[config.mk]
export PLATFORM = sky130hd
export DESIGN_NAME = dmem_arbiter_flat
export DESIGN_NICKNAME = d
export VERILOG_FILES = /design/src/rtl/dmem_arb_pkg.sv /design/src/rtl/dmem_arbiter_if.sv /design/src/rtl/dmem_burst_ctrl.sv /design/src/rtl/dmem_arbiter.sv /design/src/flat_wrapper.sv
export SDC_FILE = /design/constraint.sdc
export NUM_CORES = 1
export LEC_CHECK = 0
export CAP_MARGIN = 15
export CORE_MARGIN = 2
export CORE_UTILIZATION = 42
export CTS_CLUSTER_DIAMETER = 50
export DETAILED_ROUTE_END_ITERATION = 10
export GPL_TIMING_DRIVEN = 1
export PLACE_DENSITY = 0.86
export SYNTH_ARGS = -nofsm -noshare
export SYNTH_HDL_FRONTEND = slang
export SYNTH_SLANG_ARGS = --single-unit
[constraint.sdc]
create_clock -name clk -period 4.8 [get_ports clk]
set_input_delay 0.96 -clock clk [delete_from_list [all_inputs] [get_ports clk]]
set_output_delay 0.96 -clock clk [all_outputs]
set_load 0.01 [all_outputs]
[src/rtl/dmem_arb_pkg.sv]
// Shared types and widths for the data-memory arbiter between the CPU and
// the debug/loader burst port.
package dmem_arb_pkg;

  localparam int unsigned ADDR_W = 8;
  localparam int unsigned DATA_W = 8;
  localparam int unsigned LEN_W  = 4;
  localparam int unsigned CNT_W  = 4;

  typedef enum logic {
    IDLE  = 1'b0,
    BURST = 1'b1
  } state_e;

  // Which port issued the read whose data returns in the following cycle
  typedef enum logic [1:0] {
    OWN_NONE = 2'd0,
    OWN_CPU  = 2'd1,
    OWN_DBG  = 2'd2
  } owner_e;

  typedef struct packed {
    logic              we;
    logic [ADDR_W-1:0] addr;
    logic [LEN_W-1:0]  len;
  } burst_cmd_t;

endpackage

[src/rtl/dmem_arbiter_if.sv]
// CPU, debug-port and memory-macro signals of the data-memory arbiter.
// slave is the arbiter's view; master is the view of everything around it.
interface dmem_arbiter_if;
  import dmem_arb_pkg::*;

  logic              cpu_req;
  logic              cpu_we;
  logic [ADDR_W-1:0] cpu_addr;
  logic [DATA_W-1:0] cpu_wdata;
  logic              cpu_stall;
  logic [DATA_W-1:0] cpu_rdata;

  logic              dbg_start;
  logic              dbg_we;
  logic [ADDR_W-1:0] dbg_addr;
  logic [LEN_W-1:0]  dbg_len;
  logic              dbg_gnt;
  logic [DATA_W-1:0] dbg_wdata;
  logic              dbg_rvalid;
  logic [DATA_W-1:0] dbg_rdata;
  logic              dbg_busy;
  logic              dbg_done;

  logic              mem_we;
  logic [ADDR_W-1:0] mem_addr;
  logic [DATA_W-1:0] mem_wdata;
  logic [DATA_W-1:0] mem_rdata;

  modport slave (
    input  cpu_req, cpu_we, cpu_addr, cpu_wdata,
    output cpu_stall, cpu_rdata,
    input  dbg_start, dbg_we, dbg_addr, dbg_len, dbg_wdata,
    output dbg_gnt, dbg_rvalid, dbg_rdata, dbg_busy, dbg_done,
    output mem_we, mem_addr, mem_wdata,
    input  mem_rdata
  );

  modport master (
    output cpu_req, cpu_we, cpu_addr, cpu_wdata,
    input  cpu_stall, cpu_rdata,
    output dbg_start, dbg_we, dbg_addr, dbg_len, dbg_wdata,
    input  dbg_gnt, dbg_rvalid, dbg_rdata, dbg_busy, dbg_done,
    input  mem_we, mem_addr, mem_wdata,
    output mem_rdata
  );

endinterface

[src/rtl/dmem_burst_ctrl.sv]
// Debug burst sequencer: burst state, auto-incrementing address, remaining
// beat count, starvation counter and the completion pulse.
module dmem_burst_ctrl
  import dmem_arb_pkg::*;
#(
  parameter int unsigned STARVE_LIMIT = 4
) (
  input  logic              clk,
  input  logic              rst_n,
  input  logic              dbg_start_i,
  input  burst_cmd_t        dbg_cmd_i,
  input  logic              dbg_gnt_i,
  output logic              dbg_pend_o,
  output logic              starve_max_o,
  output logic              burst_we_o,
  output logic [ADDR_W-1:0] burst_addr_o,
  output logic              dbg_done_o
);

  state_e            state_q, state_d;
  burst_cmd_t        cmd_q, cmd_d;
  logic [CNT_W-1:0]  starve_q, starve_d;
  logic              done_q, done_d;

  // Next-state: cmd.len doubles as the remaining-beat counter
  always_comb begin
    state_d  = state_q;
    cmd_d    = cmd_q;
    starve_d = starve_q;
    done_d   = 1'b0;
    case (state_q)
      IDLE: begin
        starve_d = '0;
        if (dbg_start_i) begin
          state_d = BURST;
          cmd_d   = dbg_cmd_i;
        end
      end
      BURST: begin
        if (dbg_gnt_i) begin
          cmd_d.addr = cmd_q.addr + ADDR_W'(1);
          cmd_d.len  = cmd_q.len - LEN_W'(1);
          starve_d   = '0;
          if (cmd_q.len == '0) begin
            state_d = IDLE;
            done_d  = 1'b1;
          end
        end else if (starve_q != CNT_W'(STARVE_LIMIT)) begin
          starve_d = starve_q + CNT_W'(1);
        end
      end
      default: state_d = IDLE;
    endcase
  end

  always_ff @(posedge clk or negedge rst_n) begin
    if (!rst_n) begin
      state_q  <= IDLE;
      cmd_q    <= '0;
      starve_q <= '0;
      done_q   <= 1'b0;
    end else begin
      state_q  <= state_d;
      cmd_q    <= cmd_d;
      starve_q <= starve_d;
      done_q   <= done_d;
    end
  end

  assign dbg_pend_o   = (state_q == BURST);
  assign starve_max_o = (starve_q == CNT_W'(STARVE_LIMIT));
  assign burst_we_o   = cmd_q.we;
  assign burst_addr_o = cmd_q.addr;
  assign dbg_done_o   = done_q;

endmodule

[src/rtl/dmem_arbiter.sv]
// Single-port data-memory arbiter: CPU has priority, debug bursts win when
// the CPU is idle or once the starvation limit is reached.
module dmem_arbiter
  import dmem_arb_pkg::*;
#(
  parameter int unsigned STARVE_LIMIT = 4
) (
  input  logic           clk,
  input  logic           rst,
  dmem_arbiter_if.slave  bus
);

  logic              dbg_pend;
  logic              starve_max;
  logic              burst_we;
  logic [ADDR_W-1:0] burst_addr;
  logic              dbg_done;
  logic              dbg_win;
  logic              cpu_win;
  burst_cmd_t        dbg_cmd;
  owner_e            owner_q, owner_d;

  assign dbg_cmd = '{we: bus.dbg_we, addr: bus.dbg_addr, len: bus.dbg_len};

  dmem_burst_ctrl #(
    .STARVE_LIMIT (STARVE_LIMIT)
  ) u_burst_ctrl (
    .clk          (clk),
    .rst_n        (rst),
    .dbg_start_i  (bus.dbg_start),
    .dbg_cmd_i    (dbg_cmd),
    .dbg_gnt_i    (dbg_win),
    .dbg_pend_o   (dbg_pend),
    .starve_max_o (starve_max),
    .burst_we_o   (burst_we),
    .burst_addr_o (burst_addr),
    .dbg_done_o   (dbg_done)
  );

  assign dbg_win = dbg_pend && (!bus.cpu_req || starve_max);
  assign cpu_win = bus.cpu_req && !dbg_win;

  // Winner drives the macro; with no winner the CPU address is parked
  always_comb begin
    bus.mem_we    = 1'b0;
    bus.mem_addr  = bus.cpu_addr;
    bus.mem_wdata = bus.cpu_wdata;
    if (dbg_win) begin
      bus.mem_we    = burst_we;
      bus.mem_addr  = burst_addr;
      bus.mem_wdata = bus.dbg_wdata;
    end else if (cpu_win) begin
      bus.mem_we    = bus.cpu_we;
    end
  end

  always_comb begin
    owner_d = OWN_NONE;
    if (dbg_win && !burst_we) begin
      owner_d = OWN_DBG;
    end else if (cpu_win && !bus.cpu_we) begin
      owner_d = OWN_CPU;
    end
  end

  always_ff @(posedge clk or negedge rst) begin
    if (!rst) begin
      owner_q <= OWN_NONE;
    end else begin
      owner_q <= owner_d;
    end
  end

  assign bus.dbg_gnt    = dbg_win;
  assign bus.cpu_stall  = bus.cpu_req && dbg_win;
  assign bus.dbg_busy   = dbg_pend;
  assign bus.dbg_done   = dbg_done;
  assign bus.dbg_rvalid = (owner_q == OWN_DBG);
  assign bus.dbg_rdata  = (owner_q == OWN_DBG) ? bus.mem_rdata : '0;
  assign bus.cpu_rdata  = (owner_q == OWN_CPU) ? bus.mem_rdata : '0;

endmodule

[src/flat_wrapper.sv]
// flat-port wrapper written by rule: the top's interface ports become plain ports
module dmem_arbiter_flat import dmem_arb_pkg::*;
#(
  parameter int unsigned STARVE_LIMIT = 4
)
  (clk, rst, bus_cpu_req, bus_cpu_we, bus_cpu_addr, bus_cpu_wdata, bus_cpu_stall, bus_cpu_rdata, bus_dbg_start, bus_dbg_we, bus_dbg_addr, bus_dbg_len, bus_dbg_wdata, bus_dbg_gnt, bus_dbg_rvalid, bus_dbg_rdata, bus_dbg_busy, bus_dbg_done, bus_mem_we, bus_mem_addr, bus_mem_wdata, bus_mem_rdata);
  dmem_arbiter_if bus_i ();
  input  logic clk;
  input  logic rst;
  input wire logic [$bits(bus_i.cpu_req)-1:0] bus_cpu_req;
  input wire logic [$bits(bus_i.cpu_we)-1:0] bus_cpu_we;
  input wire logic [$bits(bus_i.cpu_addr)-1:0] bus_cpu_addr;
  input wire logic [$bits(bus_i.cpu_wdata)-1:0] bus_cpu_wdata;
  output wire logic [$bits(bus_i.cpu_stall)-1:0] bus_cpu_stall;
  output wire logic [$bits(bus_i.cpu_rdata)-1:0] bus_cpu_rdata;
  input wire logic [$bits(bus_i.dbg_start)-1:0] bus_dbg_start;
  input wire logic [$bits(bus_i.dbg_we)-1:0] bus_dbg_we;
  input wire logic [$bits(bus_i.dbg_addr)-1:0] bus_dbg_addr;
  input wire logic [$bits(bus_i.dbg_len)-1:0] bus_dbg_len;
  input wire logic [$bits(bus_i.dbg_wdata)-1:0] bus_dbg_wdata;
  output wire logic [$bits(bus_i.dbg_gnt)-1:0] bus_dbg_gnt;
  output wire logic [$bits(bus_i.dbg_rvalid)-1:0] bus_dbg_rvalid;
  output wire logic [$bits(bus_i.dbg_rdata)-1:0] bus_dbg_rdata;
  output wire logic [$bits(bus_i.dbg_busy)-1:0] bus_dbg_busy;
  output wire logic [$bits(bus_i.dbg_done)-1:0] bus_dbg_done;
  output wire logic [$bits(bus_i.mem_we)-1:0] bus_mem_we;
  output wire logic [$bits(bus_i.mem_addr)-1:0] bus_mem_addr;
  output wire logic [$bits(bus_i.mem_wdata)-1:0] bus_mem_wdata;
  input wire logic [$bits(bus_i.mem_rdata)-1:0] bus_mem_rdata;
  assign bus_i.cpu_req = bus_cpu_req;
  assign bus_i.cpu_we = bus_cpu_we;
  assign bus_i.cpu_addr = bus_cpu_addr;
  assign bus_i.cpu_wdata = bus_cpu_wdata;
  assign bus_cpu_stall = bus_i.cpu_stall;
  assign bus_cpu_rdata = bus_i.cpu_rdata;
  assign bus_i.dbg_start = bus_dbg_start;
  assign bus_i.dbg_we = bus_dbg_we;
  assign bus_i.dbg_addr = bus_dbg_addr;
  assign bus_i.dbg_len = bus_dbg_len;
  assign bus_i.dbg_wdata = bus_dbg_wdata;
  assign bus_dbg_gnt = bus_i.dbg_gnt;
  assign bus_dbg_rvalid = bus_i.dbg_rvalid;
  assign bus_dbg_rdata = bus_i.dbg_rdata;
  assign bus_dbg_busy = bus_i.dbg_busy;
  assign bus_dbg_done = bus_i.dbg_done;
  assign bus_mem_we = bus_i.mem_we;
  assign bus_mem_addr = bus_i.mem_addr;
  assign bus_mem_wdata = bus_i.mem_wdata;
  assign bus_i.mem_rdata = bus_mem_rdata;
  dmem_arbiter #(.STARVE_LIMIT(STARVE_LIMIT)) u_core (.clk(clk), .rst(rst), .bus(bus_i));
endmodule
* Word level (Yosys, flattened, before mapping)
Index checks and enable logic that the tools add are counted.
** Storage, ports and cells
- Register bits after elaboration :: 21
- Latch bits :: 0
- Bits in writable memories :: 0
- Memory bits (read-only) :: 0
- Input port bits :: 50
- Output and inout port bits :: 38
- Logic and storage cells :: 52
- Memories :: 0
** Cells by class
- $add $sub $neg :: 3
- $mul :: 0
- Div/mod/pow operators :: 0
- Magnitude comparators :: 0
- Eq/ne operators :: 7
- Shift operators :: 0
- Mux-type cells :: 21
- Bitwise operators :: 1
- Reduce and logical (&&, ||, !) cells :: 13
** Operators with widths (number)
- two-way mux 8 bit :: 4
- two-way mux 12 bit :: 2
- one-hot mux 12 bit (2 select lines) :: 1
- two-way mux 1 bit :: 9
- adder 8 x 1 -> 8 bit, second input constant :: 1
- two-way mux 4 bit :: 2
- one-hot mux 4 bit (2 select lines) :: 1
- logical AND 1 bit :: 5
- adder 4 x 1 -> 4 bit, second input constant :: 1
- equality test 4 x 3 -> 1 bit, second input constant :: 1
- logical NOT 1 bit :: 4
- logical NOT 4 bit :: 1
- != test 4 x 3 -> 1 bit, second input constant :: 1
- AND reduction 2 bit :: 2
- subtractor 4 x 1 -> 4 bit, second input constant :: 1
- != test 3 x 1 -> 1 bit, second input constant :: 1
- equality test 2 x 1 -> 1 bit, second input constant :: 1
- equality test 2 bit, second input constant :: 1
- two-way mux 2 bit :: 1
- != test 2 x 1 -> 1 bit, second input constant :: 1
- != test 2 bit, second input constant :: 1
- one-hot mux 1 bit (2 select lines) :: 1
- logical OR 1 bit :: 1
- NOT 1 bit :: 1

* Logic depth before layout (Yosys ltp)
Gate-level depths: netlist (run 1).
- Depth after elaboration :: 8
- Gate-level depth with buffers :: 7
- Depth with buffers taken out :: 6

* By module
From an unflattened synthesis (run 1), not the netlist that was laid out.
** Unflattened totals
- Cells, all modules :: 169
- Area, all modules :: 1592.8 µm²
** By module, submodules not included
- dmem_burst_ctrl :: instances 1, cells each 122, area each 1178.6 µm², seq. area each 475.5 µm²
- dmem_arbiter :: instances 1, cells each 47, area each 414.1 µm², seq. area each 50.0 µm²

* Least setup slack after synthesis (run 1)
Ideal clock, no wire load.
- Path kind :: input to output
- Start :: input port bus_cpu_req
- End :: output port bus_mem_wdata[4]
- Data arrival time :: 1.766 ns
- Setup slack :: 2.074 ns
- Stages on the path :: 3
- Buffers on the path :: 1
- Path through :: a21boi_2 buf_2 mux2_2
** Between the ends
- Word-level cells in the longest chain between the ends :: 4
** RTL lines
- from (decl) :: RTL line flat_wrapper.sv:10 : input wire logic [$bits(bus_i.cpu_req)-1:0] bus_cpu_req;
- logical NOT 1 bit :: RTL line dmem_arbiter.sv:40 : assign dbg_win = dbg_pend && (!bus.cpu_req || starve_max);
- logical OR 1 bit :: RTL line dmem_arbiter.sv:40
- logical AND 1 bit :: RTL line dmem_arbiter.sv:40
- via bus_dbg_gnt :: RTL line flat_wrapper.sv:21 : output wire logic [$bits(bus_i.dbg_gnt)-1:0] bus_dbg_gnt;
- two-way mux 8 bit :: RTL line dmem_arbiter.sv:48 : if (dbg_win) begin
- to (decl) :: RTL line flat_wrapper.sv:28 : output wire logic [$bits(bus_i.mem_wdata)-1:0] bus_mem_wdata;
The timed path passes the listed nets, and every way through them passes these cells.

* Final worst setup path (run 1)
- Start :: input port bus_cpu_req
- End :: output port bus_mem_wdata[0]
** Between the ends
- Word-level cells in the longest chain between the ends :: 4
** RTL lines (RTL line)
- logical NOT 1 bit :: dmem_arbiter.sv:40
- logical OR 1 bit :: dmem_arbiter.sv:40
- logical AND 1 bit :: dmem_arbiter.sv:40
- two-way mux 8 bit :: dmem_arbiter.sv:48
Every way passes these cells.

==> results.toml, run 1 <==
[clock_tree]
cts_setup_buffers = 0
cts_inserted_buffers = 3
clkSlewWorstSetupHoldPaths_ps = 90
cts.hold.buffers_added = 0
deepest_clock_path_buffer_count = 2
root_buffer = "sky130_fd_sc_hd__clkbuf_8"
deepest_level_of_the_cts_h_tree = 1
postCtsResizedCells = 0
clk_latency_ps = 270
tritoncts_clock_tree = "done"
cts_num_sinks = 21

[detailed_routing]
drc_errors = 0
wire_per_inst_um = 14.30
drt_iter0_drc = 36
route.final.wire_length_um = 4234
route.antenna.remaining_nets = 0
drt-pass1-iter-count = 4
dr_vias = 1548
routed_via_density = 5.230

[synthesis]
mappedNetlistArea_um2 = 1585
yosysWarningCount = 0
post_synth_inst_count = 165
synth.avg_cell_area_um2 = 9.608
post_synth_num_cell_types = 30
ys_seq_elements = 21
seq_area_frac_synth_pct = 33.15
synth.net_count = 220

[status]
run_status = "complete, no violations"

[pwr]
net-switching-power_uw = 390.6
leakage_uw = 0.001011
cell_internal_pwr_uw = 631.8
switching_share_pct = 38.21
power_density_nw_per_um2 = 402.7
seqPwrFrac_pct = 32.7
peakVddDrop_uv = 327.3
power.clock.fraction_pct = 12.1
pwr-share-comb_pct = 55.2

[place]
placed_cell_area_um2 = 2490
number_of_buffer_cells_added_on_primary_ports = 87
routabilityCongestion = 0.7579
place.detailed.hpwl_um = 3304

[sta]
slew_headroom_pct = 32.89
post-route-min-period_ps = 3970
timing.final.crit_share_pct = 82.70
worst-slew-pin-transition_ps = 1003
report.final.setup_viol = 0
max_clk_rate_mhz = 251.9
timing.final.max_slew_violations = 0
fin_worst_skew_ps = 4.102
timing.setup.tns_ps = 0
finalHoldViolations = 0
rsz0062_at_grt = "false"

[cells_and_area]
drive_gt1_share_pct = 13.71
antenna_cells = 0
post_layout_nets = 304
register_area_um2 = 525.5
final_design_area_no_fill_um2 = 2539
layout.filler_cells = 302
synthToLayoutAreaGrowth_pct = 60.14
multi_input_area_um2 = 984.7

[worst_hold_path]
min_path_type = "reg -> reg"

[global_route]
grt_max_degree = 31
grt_util_all_layers_pct = 20.51
grt_first_pass_wirelength_um = 6782
antenna_found_initial = 0
grt_overflow_total = 0
vias_in_the_first_global_route = 1388

[die]
core-area_um2 = 3633
floorplan.initialDensity_pct = 43.63
die_h_um = 65.44
dieArea_um2 = 4282
dieWidth_um = 65.44
io_pins = 88
row_count = 22

[setup_path]
worstPathRequired_ps = 3840
setup.worst_path.class = "in -> out"
worst-endpoint-arrival_ps = 3010
cp-end-kind = "output pin"
startpoint_type = "input pin"
max_fo_critical_path = 15

[job]
max-cap-violations = 0
worst max-delay path, stage by stage:
cell and delay (ps):
sky130_fd_sc_hd__clkdlybuf4s50_1 400, sky130_fd_sc_hd__buf_4 190, sky130_fd_sc_hd__a21boi_2 320, sky130_fd_sc_hd__buf_4 300
sky130_fd_sc_hd__mux2_2 360, sky130_fd_sc_hd__clkdlybuf4s50_1 480
cell type report:
| type | instances | area share [%] |
|---|---|---|
| Sequential cell | 21 | 20.70 |
| Tap cell | 48 | 2.366 |
| Inverter | 7 | 1.035 |
| Multi-Input combinational cell | 126 | 38.79 |
| Clock inverter | 1 | 0.2957 |
| Timing Repair Buffer | 90 | 35.19 |
| Clock buffer | 3 | 1.626 |
placed cells by master (no fill, tap or decap), types with 2 or more instances in the layout:
master,count
sky130_fd_sc_hd__a21boi_0,2
sky130_fd_sc_hd__nor2_1,9
sky130_fd_sc_hd__clkbuf_8,3
sky130_fd_sc_hd__inv_1,7
sky130_fd_sc_hd__and3_1,2
sky130_fd_sc_hd__a21oi_1,10
sky130_fd_sc_hd__xnor2_1,10
sky130_fd_sc_hd__clkdlybuf4s50_1,87
sky130_fd_sc_hd__ha_1,5
sky130_fd_sc_hd__dfrtp_1,21
sky130_fd_sc_hd__o21ai_0,2
sky130_fd_sc_hd__buf_4,3
sky130_fd_sc_hd__nor3b_1,2
sky130_fd_sc_hd__mux2i_1,3
sky130_fd_sc_hd__and2_1,17
sky130_fd_sc_hd__nor2b_1,11
sky130_fd_sc_hd__nand3_1,5
sky130_fd_sc_hd__nand2_1,7
sky130_fd_sc_hd__a2111oi_2,3
sky130_fd_sc_hd__a211oi_1,10
sky130_fd_sc_hd__mux2_2,19
stage by stage:
step	util [%]	hold slack, ps	setup slack [ps]	total power [uW]	std cells
finish	69.87	463.8	830.4	1022	296
global route	69.87	478.0	700.8	1107	296
CTS	69.87	463.4	820.2	1030	296
detailed placement	68.53	456.1	826.3	904.4	292
global placement	68.53	448.0	856.2	890.4	292
floorplan	-	420.5	2074	670.3	165
power groups by stage:
stage	logic, uW	registers [uW]	clock network, uW
after floorplan	361	309	0
after global placement	557	334	0
after detailed placement	569	336	0
after CTS	572	334	124
after global routing	624	347	135
final	564	335	123
routing by layer:
| metal | track usage, % | vias up | part of all wire, % |
|---|---|---|---|
| li1 | - | 741 | - |
| met1 | 26.57 | 738 | 42 |
| met2 | 34.18 | 67 | 48 |
| met3 | 5.993 | 2 | 9.6 |
| met4 | 3.906 | 0 | 0.45 |
| met5 | 0 | - | 0 |
worst paths after layout:
| kind | start | end | slack (ps) | cells past startpoint |
|---|---|---|---|---|
| min | u_core.u_burst_ctrl.burst_we_o$_DFFE_PN0P_ | u_core.owner_q[1]$_DFF_PN0_ | 460 | 1 |
| min in group asynchronous | rst | u_core.owner_q[1]$_DFF_PN0_ | 1240 | 1 |
| min reg2reg | u_core.u_burst_ctrl.burst_we_o$_DFFE_PN0P_ | u_core.owner_q[1]$_DFF_PN0_ | 460 | 1 |
| max reg2reg | u_core.u_burst_ctrl.starve_q[0]$_DFFE_PN0P_ | u_core.u_burst_ctrl.burst_addr_o[6]$_DFFE_PN0P_ | 3110 | 6 |
| max in group asynchronous | rst | u_core.u_burst_ctrl.burst_addr_o[3]$_DFFE_PN0P_ | 2950 | 1 |
| max | bus_cpu_req | bus_mem_wdata[0] | 830 | 6 |
sequential cells by signal, indices dropped and copies added (netlist names):
signal,count
u_core.u_burst_ctrl.cmd_q,4
u_core.u_burst_ctrl.burst_we_o,1
u_core.u_burst_ctrl.dbg_done_o,1
u_core.u_burst_ctrl.starve_q,4
u_core.owner_q,2
u_core.u_burst_ctrl.dbg_pend_o,1
u_core.u_burst_ctrl.burst_addr_o,8
cells by family (layout without fill, tap and decap cells):
| group | count (synthesis) | count (layout) | share of synthesized area (%) |
|---|---|---|---|
| adders and majority gates | 5 | 5 | 3.946 |
| xor gates and xnor gates | 11 | 11 | 6.077 |
| DFF | 21 | 21 | 33.15 |
| and+or+nand+nor | 56 | 56 | 20.21 |
| muxes | 22 | 22 | 15.39 |
| buffers and inverters | 18 | 101 | 4.736 |
| AOI/OAI and AO/OA | 32 | 32 | 16.50 |
cell usage after synthesis, drive strengths merged:
| library cell | n | area, um^2 |
|---|---|---|
| a2111oi | 4 | 72.57 |
| a211oi | 10 | 75.07 |
| a21boi | 3 | 26.27 |
| a21oi | 10 | 50.05 |
| a311o | 1 | 10.01 |
| and2 | 17 | 106.4 |
| and3 | 2 | 12.51 |
| buf | 4 | 22.52 |
| clkbuf | 7 | 26.28 |
| dfrtp | 21 | 525.5 |
| ha | 5 | 62.56 |
| inv | 7 | 26.28 |
| mux2 | 19 | 214.0 |
| mux2i | 3 | 30.03 |
| nand2 | 8 | 32.54 |
| nand3 | 5 | 25.02 |
| nand3b | 1 | 20.02 |
| nor2 | 9 | 33.78 |
| nor2b | 11 | 68.82 |
| nor3b | 2 | 15.01 |
| o21ai | 2 | 10.01 |
| o311ai | 1 | 8.760 |
| o32ai | 1 | 8.760 |
| or2 | 1 | 6.260 |
| xnor2 | 10 | 87.58 |
| xor2 | 1 | 8.760 |
Power figures use the tool's default switching activity.
==> run 2, diff against run 1 <==
--- a/config.mk
+++ b/config.mk
@@ -7,11 +7,11 @@
 export LEC_CHECK = 0
 export CAP_MARGIN = 15
 export CORE_MARGIN = 2
-export CORE_UTILIZATION = 42
+export CORE_UTILIZATION = 35
 export CTS_CLUSTER_DIAMETER = 50
 export DETAILED_ROUTE_END_ITERATION = 10
 export GPL_TIMING_DRIVEN = 1
-export PLACE_DENSITY = 0.86
+export PLACE_DENSITY = 0.77
 export SYNTH_ARGS = -nofsm -noshare
 export SYNTH_HDL_FRONTEND = slang
 export SYNTH_SLANG_ARGS = --single-unit
==> constraint.sdc (replaced) <==
create_clock -name clk -period 3.6 [get_ports clk]
set_input_delay 0.72 -clock clk [delete_from_list [all_inputs] [get_ports clk]]
set_output_delay 0.72 -clock clk [all_outputs]
set_load 0.01 [all_outputs]
==> run 2 against run 1 <==
  * Clock-buffer cell count is 1 higher
  * Routed wire length up 2.3%
  * Combinational power is 34% higher
  * Critical path type is now reg -> out
  * Register-to-register slack worse by 1200 ps
  * Non-clock buffer count is 2 higher
  * Flip-flop and latch count did not move
==> results.toml, run 2 (synthesis gave the netlist of run 1 again) <==
[die]
io_pins = 88
dieWidth_um = 71.30
floorplan.initialDensity_pct = 36.41
dieArea_um2 = 5084
die_h_um = 71.30
core-area_um2 = 4354
row_count = 24

[clock_tree]
clk_latency_ps = 270
cts_inserted_buffers = 3
postCtsResizedCells = 0
clkSlewWorstSetupHoldPaths_ps = 80
root_buffer = "sky130_fd_sc_hd__clkbuf_8"
cts_num_sinks = 21
tritoncts_clock_tree = "done"
cts.hold.buffers_added = 0
deepest_clock_path_buffer_count = 2
deepest_level_of_the_cts_h_tree = 1
cts_setup_buffers = 0

[cells_and_area]
synthToLayoutAreaGrowth_pct = 61.17
multi_input_area_um2 = 984.7
drive_gt1_share_pct = 14.00
antenna_cells = 0
largest_register_ffs = 8
mostFrequentLayoutCells = "sky130_fd_sc_hd__clkdlybuf4s50_1, sky130_fd_sc_hd__dfrtp_1, sky130_fd_sc_hd__mux2_2"
layout_commonest_cell = "sky130_fd_sc_hd__clkdlybuf4s50_1"
post_layout_nets = 306
register_area_um2 = 525.5
layout.filler_cells = 381

[pwr]
peakVddDrop_uv = 301.1
leakage_uw = 0.001021
power_density_nw_per_um2 = 534.1
p_total_uw = 1365

[setup_path]
startpoint_type = "flip-flop"
r2r_cells = 6
worst-endpoint-arrival_ps = 2430
cp-end-kind = "output pin"
max_fo_critical_path = 13
setup.worst_path.class = "reg -> out"
worstPathRequired_ps = 2880

[place]
routabilityCongestion = 0.7956
place.detailed.hpwl_um = 3299
number_of_buffer_cells_added_on_primary_ports = 87

[detailed_routing]
route.final.wire_length_um = 4333
drt_iter0_drc = 41
drt-pass1-iter-count = 4
route.antenna.remaining_nets = 0
drc_errors = 0
wire_per_inst_um = 14.35
routed_via_density = 5.073
dr_vias = 1532

[sta]
timing.final.crit_share_pct = 87.50
fin_worst_skew_ps = 5.317
finalHoldViolations = 0
worst-slew-pin-transition_ps = 955.4
post-route-min-period_ps = 3150
timing.final.max_slew_violations = 0
max_clk_rate_mhz = 317.4
timing.setup.tns_ps = 0
rsz0062_at_grt = "false"
slew_headroom_pct = 36.11
report.final.setup_viol = 0

[global_route]
grt_first_pass_wirelength_um = 6831
vias_in_the_first_global_route = 1421
antenna_found_initial = 0
grt_util_all_layers_pct = 16.79
grt_max_degree = 30
grt_overflow_total = 0

[worst_hold_path]
min_path_type = "reg -> reg"
hold_depth = 1

[status]
run_status = "complete, no violations"

[job]
max-cap-violations = 0
## run 2: metal layers
layer	wire length [um]	vias to the layer above	global-route usage [%]
li1	-	744	-
met1	1914	721	22.21
met2	2005	62	27.37
met3	362	5	3.797
met4	51	0	5.241
met5	0	-	0
## run 2: layout make-up
class	count	area share, %
multi-input combinational	126	38.54
inverter	7	1.028
clock buffer	4	1.763
sequential	21	20.57
tap	52	2.547
timing repair buffer	92	35.55
## run 2: critical path: stages, from the launching register on
cell	delay [ps]
sky130_fd_sc_hd__dfrtp_1	420
sky130_fd_sc_hd__inv_1	80
sky130_fd_sc_hd__ha_1	190
sky130_fd_sc_hd__nand3b_4	200
sky130_fd_sc_hd__a21boi_2	210
sky130_fd_sc_hd__buf_4	220
sky130_fd_sc_hd__mux2_2	350
sky130_fd_sc_hd__clkdlybuf4s50_1	490
## run 2: path summary, 6_finish.rpt
kind,slack (ps),to,start
setup / recovery,450,bus_mem_addr[5],u_core.u_burst_ctrl.starve_q[0]$_DFFE_PN0P_
min in group asynchronous,980,u_core.u_burst_ctrl.burst_we_o$_DFFE_PN0P_,rst
setup reg to reg,1890,u_core.u_burst_ctrl.burst_addr_o[6]$_DFFE_PN0P_,u_core.u_burst_ctrl.starve_q[0]$_DFFE_PN0P_
hold reg to reg,450,u_core.owner_q[1]$_DFF_PN0_,u_core.u_burst_ctrl.burst_we_o$_DFFE_PN0P_
hold / removal,450,u_core.owner_q[1]$_DFF_PN0_,u_core.u_burst_ctrl.burst_we_o$_DFFE_PN0P_
max in group asynchronous,2040,u_core.u_burst_ctrl.starve_q[3]$_DFFE_PN0P_,rst
## run 2: power breakdown
part / switching, uW / internal [uW]
clock network: 82.7 / 79.2
registers: 118 / 328
logic: 316 / 440
## run 2: stage by stage
step           worst slack, ps  cell area, um^2  instances  utilization [%]  hold WS, ps
4_1_cts                  433.2             2555        302            58.68        463.1
3_3_place_gp             535.9             2510        298            57.64        444.9
2_1_floorplan             1242             1585        165                -        420.5
3_5_place_dp             500.6             2510        298            57.64        451.1
5_1_grt                  342.6             2555        302            58.68        506.4
6_report                 449.8             2555        302            58.68        454.2
==> run 3, diff against run 2 <==
--- a/config.mk
+++ b/config.mk
@@ -7,11 +7,12 @@
 export LEC_CHECK = 0
 export CAP_MARGIN = 15
 export CORE_MARGIN = 2
-export CORE_UTILIZATION = 35
+export CORE_UTILIZATION = 42
 export CTS_CLUSTER_DIAMETER = 50
+export CTS_CLUSTER_SIZE = 16
 export DETAILED_ROUTE_END_ITERATION = 10
 export GPL_TIMING_DRIVEN = 1
-export PLACE_DENSITY = 0.77
+export PLACE_DENSITY = 0.86
 export SYNTH_ARGS = -nofsm -noshare
 export SYNTH_HDL_FRONTEND = slang
 export SYNTH_SLANG_ARGS = --single-unit
==> constraint.sdc (replaced) <==
create_clock -name clk -period 3.7 [get_ports clk]
set_input_delay 0.74 -clock clk [delete_from_list [all_inputs] [get_ports clk]]
set_output_delay 0.74 -clock clk [all_outputs]
set_load 0.01 [all_outputs]
==> run 3 against run 2 <==
  * Setup slack improved by 55 ps
  * Clock skew hardly changed
  * Core utilization is 12 points higher
  * Routed wire length is 3.0% lower
  * Die area decreased by 16%
  * Clock power down 4%
  * Critical path depth is the same
  * Sequential share of layout area hardly changed
  * Total power decreased by 2.7%
  * Non-clock buffer count unchanged
  * Clock-buffer cell count decreased by 1
  * Critical path type unchanged
  * Largest cell class unchanged
==> results.toml, run 3 (synthesis gave the netlist of run 1 again) <==
[die]
floorplan.initialDensity_pct = 43.63
io_pins = 88
dieWidth_um = 65.44
row_count = 22
dieArea_um2 = 4282
core-area_um2 = 3633
die_h_um = 65.44

[cells_and_area]
largest_register_ffs = 8
post_layout_nets = 306
layout.filler_cells = 291
mostFrequentLayoutCells = "sky130_fd_sc_hd__clkdlybuf4s50_1, sky130_fd_sc_hd__dfrtp_1, sky130_fd_sc_hd__mux2_2"
synthToLayoutAreaGrowth_pct = 61.09
layout_commonest_cell = "sky130_fd_sc_hd__clkdlybuf4s50_1"
antenna_cells = 0
drive_gt1_share_pct = 14.40

[global_route]
grt_max_degree = 30
antenna_found_initial = 0
grt_first_pass_wirelength_um = 6782
grt_util_all_layers_pct = 20.12
vias_in_the_first_global_route = 1471
grt_overflow_total = 0

[clock_tree]
root_buffer = "sky130_fd_sc_hd__clkbuf_8"
cts_num_sinks = 21
postCtsResizedCells = 0
tritoncts_clock_tree = "done"
cts.hold.buffers_added = 0
deepest_level_of_the_cts_h_tree = 1
cts_inserted_buffers = 3
clkSlewWorstSetupHoldPaths_ps = 80
deepest_clock_path_buffer_count = 2
clk_latency_ps = 260
cts_setup_buffers = 0

[setup_path]
max_fo_critical_path = 18
startpoint_type = "flip-flop"
setup.worst_path.class = "reg -> out"
worst_path_largest_cell_delay_ps = 480
path_delay_family = "buffers and inverters"
cp-end-kind = "output pin"
regToRegStartpoint = "u_core.u_burst_ctrl.starve_q[0]$_DFFE_PN0P_"
worst-endpoint-arrival_ps = 2450
startpoint = "u_core.u_burst_ctrl.starve_q[0]$_DFFE_PN0P_"
critPathSlowestCell = "sky130_fd_sc_hd__clkdlybuf4s50_1"
worstPathBufferInverterCount = 3
worstPathRequired_ps = 2960
timing.critical_path.cells = "inv_1 > ha_1 > nand3b_4 > a21boi_2 > buf_4 > mux2_2 > clkdlybuf4s50_1"

[sta]
worst-slew-pin-transition_ps = 970.3
max_clk_rate_mhz = 313.0
post-route-min-period_ps = 3195
rsz0062_at_grt = "false"
timing.setup.tns_ps = 0
report.final.setup_viol = 0
timing.final.max_slew_violations = 0
fin_worst_skew_ps = 5.703
timing.final.crit_share_pct = 86.35
slew_headroom_pct = 35.11
finalHoldViolations = 0

[detailed_routing]
routed_via_density = 5.097
route.antenna.remaining_nets = 0
wire_per_inst_um = 14.10
dr_vias = 1519
drt_iter0_drc = 17
route.final.wire_length_um = 4202
drt-pass1-iter-count = 4
drc_errors = 0

[pwr]
power_density_nw_per_um2 = 519.7
p_total_uw = 1327
cell_internal_pwr_uw = 822.5
peakVddDrop_uv = 393.3
power.clock.fraction_pct = 11.8
seqPwrFrac_pct = 32.6
net-switching-power_uw = 504.8
switching_share_pct = 38.03
leakage_uw = 0.001020
pwr-share-comb_pct = 55.6

[worst_hold_path]
min_path_type = "reg -> reg"
timing.hold.worst.start = "u_core.u_burst_ctrl.burst_we_o$_DFFE_PN0P_"

[place]
routabilityCongestion = 0.7540
number_of_buffer_cells_added_on_primary_ports = 87
place.detailed.hpwl_um = 3282

[job]
max-cap-violations = 0

[status]
run_status = "complete, no violations"
==> run 3: final timing paths <==
kind	end	slack, ps	depth (start not counted)
max	bus_mem_addr[1]	510	7
min	u_core.owner_q[1]$_DFF_PN0_	460	1
max reg2reg	u_core.u_burst_ctrl.dbg_pend_o$_DFF_PN0_	1980	7
min reg2reg	u_core.owner_q[1]$_DFF_PN0_	460	1
max in group asynchronous	u_core.u_burst_ctrl.burst_addr_o[6]$_DFFE_PN0P_	2100	1
min in group asynchronous	u_core.u_burst_ctrl.burst_addr_o[4]$_DFFE_PN0P_	1010	1
==> run 3: metal layers <==
metal / vias up / part of all wire (%) / wire, um / GRT usage [%]
met5: - / 0 / 0 / 0
met2: 65 / 48 / 1999 / 35.59
li1: 745 / - / - / -
met3: 4 / 9.4 / 397 / 5.651
met4: 0 / 0.74 / 31 / 3.906
met1: 705 / 42 / 1774 / 24.46
==> run 3: layout make-up <==
type | count | area (um^2) | share of cell area, %
well taps | 48 | 60.06 | 2.352
flip-flops and latches | 21 | 525.5 | 20.58
multi-input cells | 126 | 984.7 | 38.56
clock buffers | 3 | 41.29 | 1.617
repair buffers | 92 | 908.4 | 35.57
inverters | 7 | 26.28 | 1.029
clock inverters | 1 | 7.507 | 0.2940
==> run 3: metrics by stage <==
stage | cell area [um^2] | instances | util [%] | hold WS, ps | setup slack [ps]
finish | 2554 | 298 | 70.28 | 460.6 | 505.0
CTS | 2554 | 298 | 70.28 | 467.6 | 504.0
global route | 2554 | 298 | 70.28 | 486.0 | 398.5
floorplan | 1585 | 165 | - | 420.5 | 1322
detailed placement | 2505 | 294 | 68.94 | 455.7 | 526.9
global placement | 2505 | 294 | 68.94 | 440.4 | 571.0
==> run 3: power by group through the flow <==
stage / clock, uW / combinational (uW) / sequential [uW]
after floorplan: 0 / 469 / 401
after global placement: 0 / 723 / 434
after detailed placement: 0 / 741 / 435
after CTS: 159 / 744 / 432
after global routing: 168 / 813 / 447
final: 156 / 738 / 433
